`src/rtl/rs232rx.sv`:
```
// 8N1 serial receiver: synchronises serial_in, samples at mid-bit and checks the stop bit.
// valid rises about 9.5 bit times + 3 clocks after the start edge; a full register drops the new byte and sets overrun.
module rs232rx #(
  parameter int unsigned bps       = 0,
  parameter int unsigned frequency = 0,
  parameter int unsigned CNT_W     = 16
) (
  input  logic       clock,
  input  logic       reset_n,
  input  logic       serial_in,
  output logic [7:0] d,
  output logic       valid,
  input  logic       re,
  output logic       framing_error,
  output logic       overrun,
  output logic       busy
);

  // bps=0 is an unset parameter; guard the divide so elaboration still succeeds.
  localparam int unsigned bps_div = (bps == 0) ? 1 : bps;
  localparam int unsigned period  = (frequency + bps_div / 2) / bps_div;
  localparam logic [CNT_W-1:0] full_ld = CNT_W'(period - 1);
  localparam logic [CNT_W-1:0] half_ld = CNT_W'(period / 2 - 1);

  typedef enum logic [2:0] {IDLE, START, DATA, STOP, WAIT_IDLE} state_t;

  state_t           state, state_nxt;
  logic             rx_m, rx_s;
  logic [CNT_W-1:0] cnt, cnt_nxt;
  logic [2:0]       bit_cnt, bit_nxt;
  logic [7:0]       shift, shift_nxt;
  logic             deliver, deliver_nxt;
  logic             ferr_nxt;
  logic             tick;

  assign tick = (cnt == '0);
  assign busy = (state != IDLE);

  always_ff @(posedge clock or negedge reset_n) begin
    if (!reset_n) begin
      rx_m          <= 1'b1;
      rx_s          <= 1'b1;
      state         <= IDLE;
      cnt           <= '0;
      bit_cnt       <= '0;
      shift         <= '0;
      deliver       <= 1'b0;
      framing_error <= 1'b0;
    end else begin
      rx_m          <= serial_in;
      rx_s          <= rx_m;
      state         <= state_nxt;
      cnt           <= cnt_nxt;
      bit_cnt       <= bit_nxt;
      shift         <= shift_nxt;
      deliver       <= deliver_nxt;
      framing_error <= ferr_nxt;
    end
  end

  always_comb begin
    state_nxt   = state;
    cnt_nxt     = tick ? cnt : cnt - CNT_W'(1);
    bit_nxt     = bit_cnt;
    shift_nxt   = shift;
    deliver_nxt = 1'b0;
    ferr_nxt    = 1'b0;
    case (state)
      IDLE: begin
        if (!rx_s) begin
          cnt_nxt   = half_ld;
          state_nxt = START;
        end
      end
      START: begin
        if (tick) begin
          if (rx_s) begin
            state_nxt = IDLE;
          end else begin
            cnt_nxt   = full_ld;
            bit_nxt   = 3'd0;
            state_nxt = DATA;
          end
        end
      end
      DATA: begin
        if (tick) begin
          shift_nxt = {rx_s, shift[7:1]};
          cnt_nxt   = full_ld;
          bit_nxt   = bit_cnt + 3'd1;
          if (bit_cnt == 3'd7) state_nxt = STOP;
        end
      end
      STOP: begin
        // Deciding at mid stop bit leaves half a bit to re-arm for a back-to-back start.
        if (tick) begin
          if (rx_s) begin
            deliver_nxt = 1'b1;
            state_nxt   = IDLE;
          end else begin
            ferr_nxt  = 1'b1;
            state_nxt = WAIT_IDLE;
          end
        end
      end
      WAIT_IDLE: begin
        if (rx_s) state_nxt = IDLE;
      end
      default: state_nxt = IDLE;
    endcase
  end

  always_ff @(posedge clock or negedge reset_n) begin
    if (!reset_n) begin
      d       <= 8'h00;
      valid   <= 1'b0;
      overrun <= 1'b0;
    end else begin
      if (deliver && (!valid || re)) begin
        d     <= shift;
        valid <= 1'b1;
      end else if (re) begin
        valid <= 1'b0;
      end
      if (deliver && valid && !re) overrun <= 1'b1;
      else if (re)                 overrun <= 1'b0;
    end
  end

endmodule

```
`config.mk`:
```
export PLATFORM = sky130hd
export DESIGN_NAME = rs232rx
export DESIGN_NICKNAME = d
export VERILOG_FILES = /design/src/rtl/rs232rx.sv
export SDC_FILE = /design/constraint.sdc
export NUM_CORES = 1
export LEC_CHECK = 0
export BUFFER_PORTS_ARGS = -buffer_cell sky130_fd_sc_hd__clkbuf_2
export CAP_MARGIN = 25
export CORE_UTILIZATION = 46
export CTS_CLUSTER_DIAMETER = 60
export CTS_CLUSTER_SIZE = 28
export DETAILED_ROUTE_END_ITERATION = 12
export HOLD_SLACK_MARGIN = 0.06
export PLACE_DENSITY = 0.74
export SETUP_SLACK_MARGIN = 0.5
export SLEW_MARGIN = 20
export SYNTH_ARGS = -nofsm -noshare
export SYNTH_HDL_FRONTEND = slang
export SYNTH_SLANG_ARGS = --single-unit
export TNS_END_PERCENT = 30
```
`constraint.sdc`:
```
create_clock -name clock -period 3.2 [get_ports clock]
set_clock_uncertainty 0.05 [all_clocks]
set_input_delay 0.48 -clock clock [delete_from_list [all_inputs] [get_ports clock]]
set_output_delay 0.48 -clock clock [all_outputs]
set_load 0.02 [all_outputs]
```
# Yosys cells after proc, flatten, opt, wreduce, memory -nomap -nowiden
# Index checks and enable logic that the tools add are counted.
[totals]
regBits = 44
input_bits = 4
out_inout_bits = 12
[op_classes]
add_sub_neg = 2
eq_ne = 12
mux = 27
reduce_logical = 15
[op_table]
columns = ["cell", "count"]
rows = [
  ["16-bit two-way mux", 4],
  ["16-bit case mux with 3 select lines", 1],
  ["3-bit two-way mux", 10],
  ["16-bit logical NOT", 1],
  ["16-bit by 1-bit subtractor with 16-bit output, second input constant", 1],
  ["3-bit case mux with 5 select lines", 1],
  ["2-bit inequality test, second input constant", 7],
  ["1-bit two-way mux", 9],
  ["3-bit by 2-bit equality test with 1-bit output, second input constant", 2],
  ["3-bit equality test, second input constant", 2],
  ["3-bit case mux with 2 select lines", 1],
  ["6-bit AND reduction", 1],
  ["2-bit nonzero test", 3],
  ["4-bit AND reduction", 1],
  ["3-bit by 1-bit adder with 3-bit output, second input constant", 1],
  ["3-bit by 1-bit equality test with 1-bit output, second input constant", 1],
  ["1-bit logical AND", 3],
  ["3-bit logical NOT", 1],
  ["3-bit nonzero test", 1],
  ["1-bit logical NOT", 2],
  ["2-bit two-way mux", 1],
  ["2-bit AND reduction", 1],
  ["1-bit logical OR", 1],
]

# Depth between registers and ports, before layout
[logic_depth]
word_depth = 5
mapped_depth = 11

# Least setup slack after synthesis
# No wires, ideal clock.
[synth_timing]
path_type = "register -> register"
from = "register cnt[0]"
to = "register cnt[0]"
setup_time_ns = 0.134
arrival_ns = 2.015
required_ns = 3.016
setup_slack_ns = 1.001
path_stages_with_launch = 11
n_path_buf = 0
period_less_slack_ns = 2.199
path_cell_list = "dfrtp_1 inv_1 ha_1 nor3b_4 nand2_2 nor2_4 inv_1 ha_1 and2_1 o21ai_0 nand4_1"
[synth_via]
elab_chain_cells = 5
word_cells_on_any_way = 7
classes_between = "add/sub: 1; mux: 5; reduce/logical: 1"
[synth_lines]
columns = ["item", "line", "source"]
rows = [
  ["start, declared", "29", "logic [CNT_W-1:0] cnt, cnt_nxt;"],
  ["start signal, assigned", "53", "cnt <= cnt_nxt;"],
  ["16-bit by 1-bit subtractor with 16-bit output or 16-bit logical NOT (tied branches)", "63, 36", ""],
  ["16-bit two-way mux", "63", "cnt_nxt = tick ? cnt : cnt - CNT_W'(1);"],
  ["16-bit two-way mux", "70, 77", ""],
  ["16-bit two-way mux", "76", "if (tick) begin"],
  ["16-bit case mux with 3 select lines *", "68", "case (state)"],
  ["named net cnt_nxt[0]", "29", ""],
]
# The timed path passes the listed nets; every way through them passes the cells marked *.
# A chain may end at the register's enable or synchronous reset.

# Worst setup path after layout
# Same ends and word-level chain as after synthesis.

==> out/metrics.yaml <==
dieHeight_um: 70.1
crit_type: "flip-flop to flip-flop"
cts.path.max_buffers: 2
ys_types: 43
drive_gt1_frac: 0.281
wl_per_cell_um: 13.9
grt_pass1_vias: 1415
cp-end-kind: "flip-flop"
cp_data_required_time_ns: 3.30
slew_headroom: 0.566
yosysMostFrequentCell: "dfrtp_1"
synth_common_cells: "dfrtp_1, nand2_1, nor2_1"
use_met2: 0.249
synth_area_leaders: "dfrtp_1, mux2_4, mux2_2"
power.static_leakage_nw: 1.06
p_per_area_nw_per_um2: 418
grt.busiest_layer: "met2"
worstSkewPairLatency_ns: 0.30
reg2reg_slack_ns: 0.78
pre_cts_ws_ns: 0.627
finalWirelength_um: 3640
hold_viol: 0
critPathSlowestCell: "dfrtp_1"
grt_use_met3: 0.0390
min_path_type: "primary input to asynchronous set/reset pin"
ys_ff_latch: 44
synth_edf_count: 0
worstPathArrival_ns: 2.52
crit_family: "simple AND/OR/NAND/NOR gates"
max_slew.worst_pin.slew_ns: 0.651
yosysSeqAreaShare: 0.517
synth_top_area_frac: 0.492
slowest_delay_ns: 0.43
htree_levels: 2
gr-usage-met1: 0.210
ant_nets: 0
finalPower_mw: 1.01
fin_setup_tns_ns: 0
place_hpwl_um: 2620
synth_nets: 197
antenna_found_initial: 0
drt_pre_antenna_iters: 4
yosys_warnings: 0
fillers: 375
ctsResizeCount: 0
period_needed_ns: 2.42
outcome: "finished clean"
cap_violations: 0
synth_cells: 189
area_delta_synth_final_pct: 12.5
die_w_um: 70.1
cp_num_buf_inv: 2
cts_tree: "built"
routed_via_density: 5.72
peakVddDrop_v: 0.000237
overflow: 0
dieArea_um2: 4920
path_cells: "inv_1, ha_1, nor3b_4, nand2_2, nor2_4, inv_1, ha_1, and2_1, o21ai_0, nand4_1"
io_buffers: 15
row_count: 24
cts_buffers: 5
synth_area_leader_cell: "dfrtp_1"
dr.first_iter.drc_count: 79
antennaDiodeCount: 0
grt_pass1_wl_um: 6180
vias: 1499
synthArstFlopShare: 1.00
initial_utilization: 0.484
period_share: 0.757
fin_nets: 217
drv_slew: 0
synthFlopType: "dfrtp_1"
path_max_fanout: 6
gp_congestion: 0.780
final_cells: 262
cts-root-buf: "clkbuf_8"
core_area_um2: 4410
max_freq_mhz: 413
syn_avg_cell_area_um2: 11.3
setup_viol: 0
syn_area_um2: 2140
drc: 0
io_pins: 16
grt_max_degree: 24
placedCellCount: 251
cp-start-kind: "flip-flop"
rsz0062_at_grt: "no"
track_usage: 0.159
fin_ws_ns: 0.778
clk_pin_slew_worst_paths_ns: 0.09
clock-sinks: 44
==> power breakdown <==
part / internal, mW / leakage (nW) / switching (mW) / total [mW]
clock: 0.235 / 0.0583 / 0.192 / 0.427
combinational: 0.00610 / 0.474 / 0.0134 / 0.0195
sequential: 0.558 / 0.530 / 0.00140 / 0.559
==> worst register-to-register path, delay by kind of cell (launching register included) <==
family,cells,cell delay (ns)
compound gates,1,0.14
fa+ha+maj,2,0.55
buf+inv,2,0.22
flops,1,0.43
simple gates,5,0.89
==> final timing paths <==
check / start / endpoint / cells after the start
worst min register to register: rx_m / rx_s / 0
worst min-delay path: reset_n / shift[4] / 1
max in group asynchronous: reset_n / rx_m / 2
min in group clock: serial_in / rx_m / 1
worst max register to register: cnt[0] / cnt[0] / 10
worst max-delay path: cnt[0] / cnt[0] / 10
==> cells by family (layout without fill, tap and decap cells) <==
logic type,count (synthesis),after routing,share of synthesized area
buffers and inverters,11,32,0.0287
DFF,44,44,0.517
AOI/OAI and AO/OA,29,29,0.0879
and+or+nand+nor,80,80,0.223
adders and majority gates,4,4,0.0234
xor gates and xnor gates,3,3,0.0123
muxes,18,18,0.108
==> what timing repair did <==
item                       4_1_cts  5_1_grt
hold buffers                     0        0
setup endpoints to repair        0        1
buffers inserted                 0        3
==> layout by cell type, fill, tap and decap left out, types with 4 or more instances in the layout <==
master | netlist | layout
dfrtp_1 | 42 | 42
nand2_1 | 17 | 17
nor2_1 | 16 | 16
clkbuf_2 | 0 | 15
mux2_4 | 8 | 8
mux2_2 | 8 | 8
o21ai_0 | 7 | 7
o211ai_1 | 6 | 6
inv_1 | 5 | 5
nor3_1 | 5 | 5
a21oi_1 | 6 | 5
clkbuf_8 | 0 | 5
or3_1 | 4 | 4
nand4_1 | 4 | 4
nor4_1 | 4 | 4
o31ai_1 | 4 | 4
nand3_1 | 4 | 4
ha_1 | 4 | 4
==> through the flow <==
step,utilization,area [um^2],hold slack (ns)
finish,0.545,2400,0.120
CTS,0.539,2380,0.140
floorplan,-,2140,0.134
global placement,0.506,2230,0.298
global route,0.545,2400,0.158
detailed placement,0.512,2260,0.297
==> routing by layer <==
layer	routed length (um)	share of wire
met1	1710	0.47
met2	1740	0.48
met3	124	0.034
met4	70	0.019
met5	0	0
==> area by class of cell <==
| type | count | area [um^2] | share of cell area |
|---|---|---|---|
| inverters | 5 | 18.8 | 0.00781 |
| multi-input cells | 134 | 975 | 0.406 |
| clock inverters | 3 | 47.5 | 0.0198 |
| well taps | 52 | 65.1 | 0.0271 |
| flip-flops and latches | 44 | 1100 | 0.459 |
| repair buffers | 19 | 125 | 0.0521 |
| clock buffers | 5 | 68.8 | 0.0286 |
==> state kept, by name, indices dropped and copies added, names as in the netlist <==
register,cells
cnt,16
d,8
shift,8
bit_cnt,3
state,3
deliver,1
framing_error,1
overrun,1
rx_m,1
rx_s,1
valid,1
No activity file was read; power rests on OpenSTA's default activity.
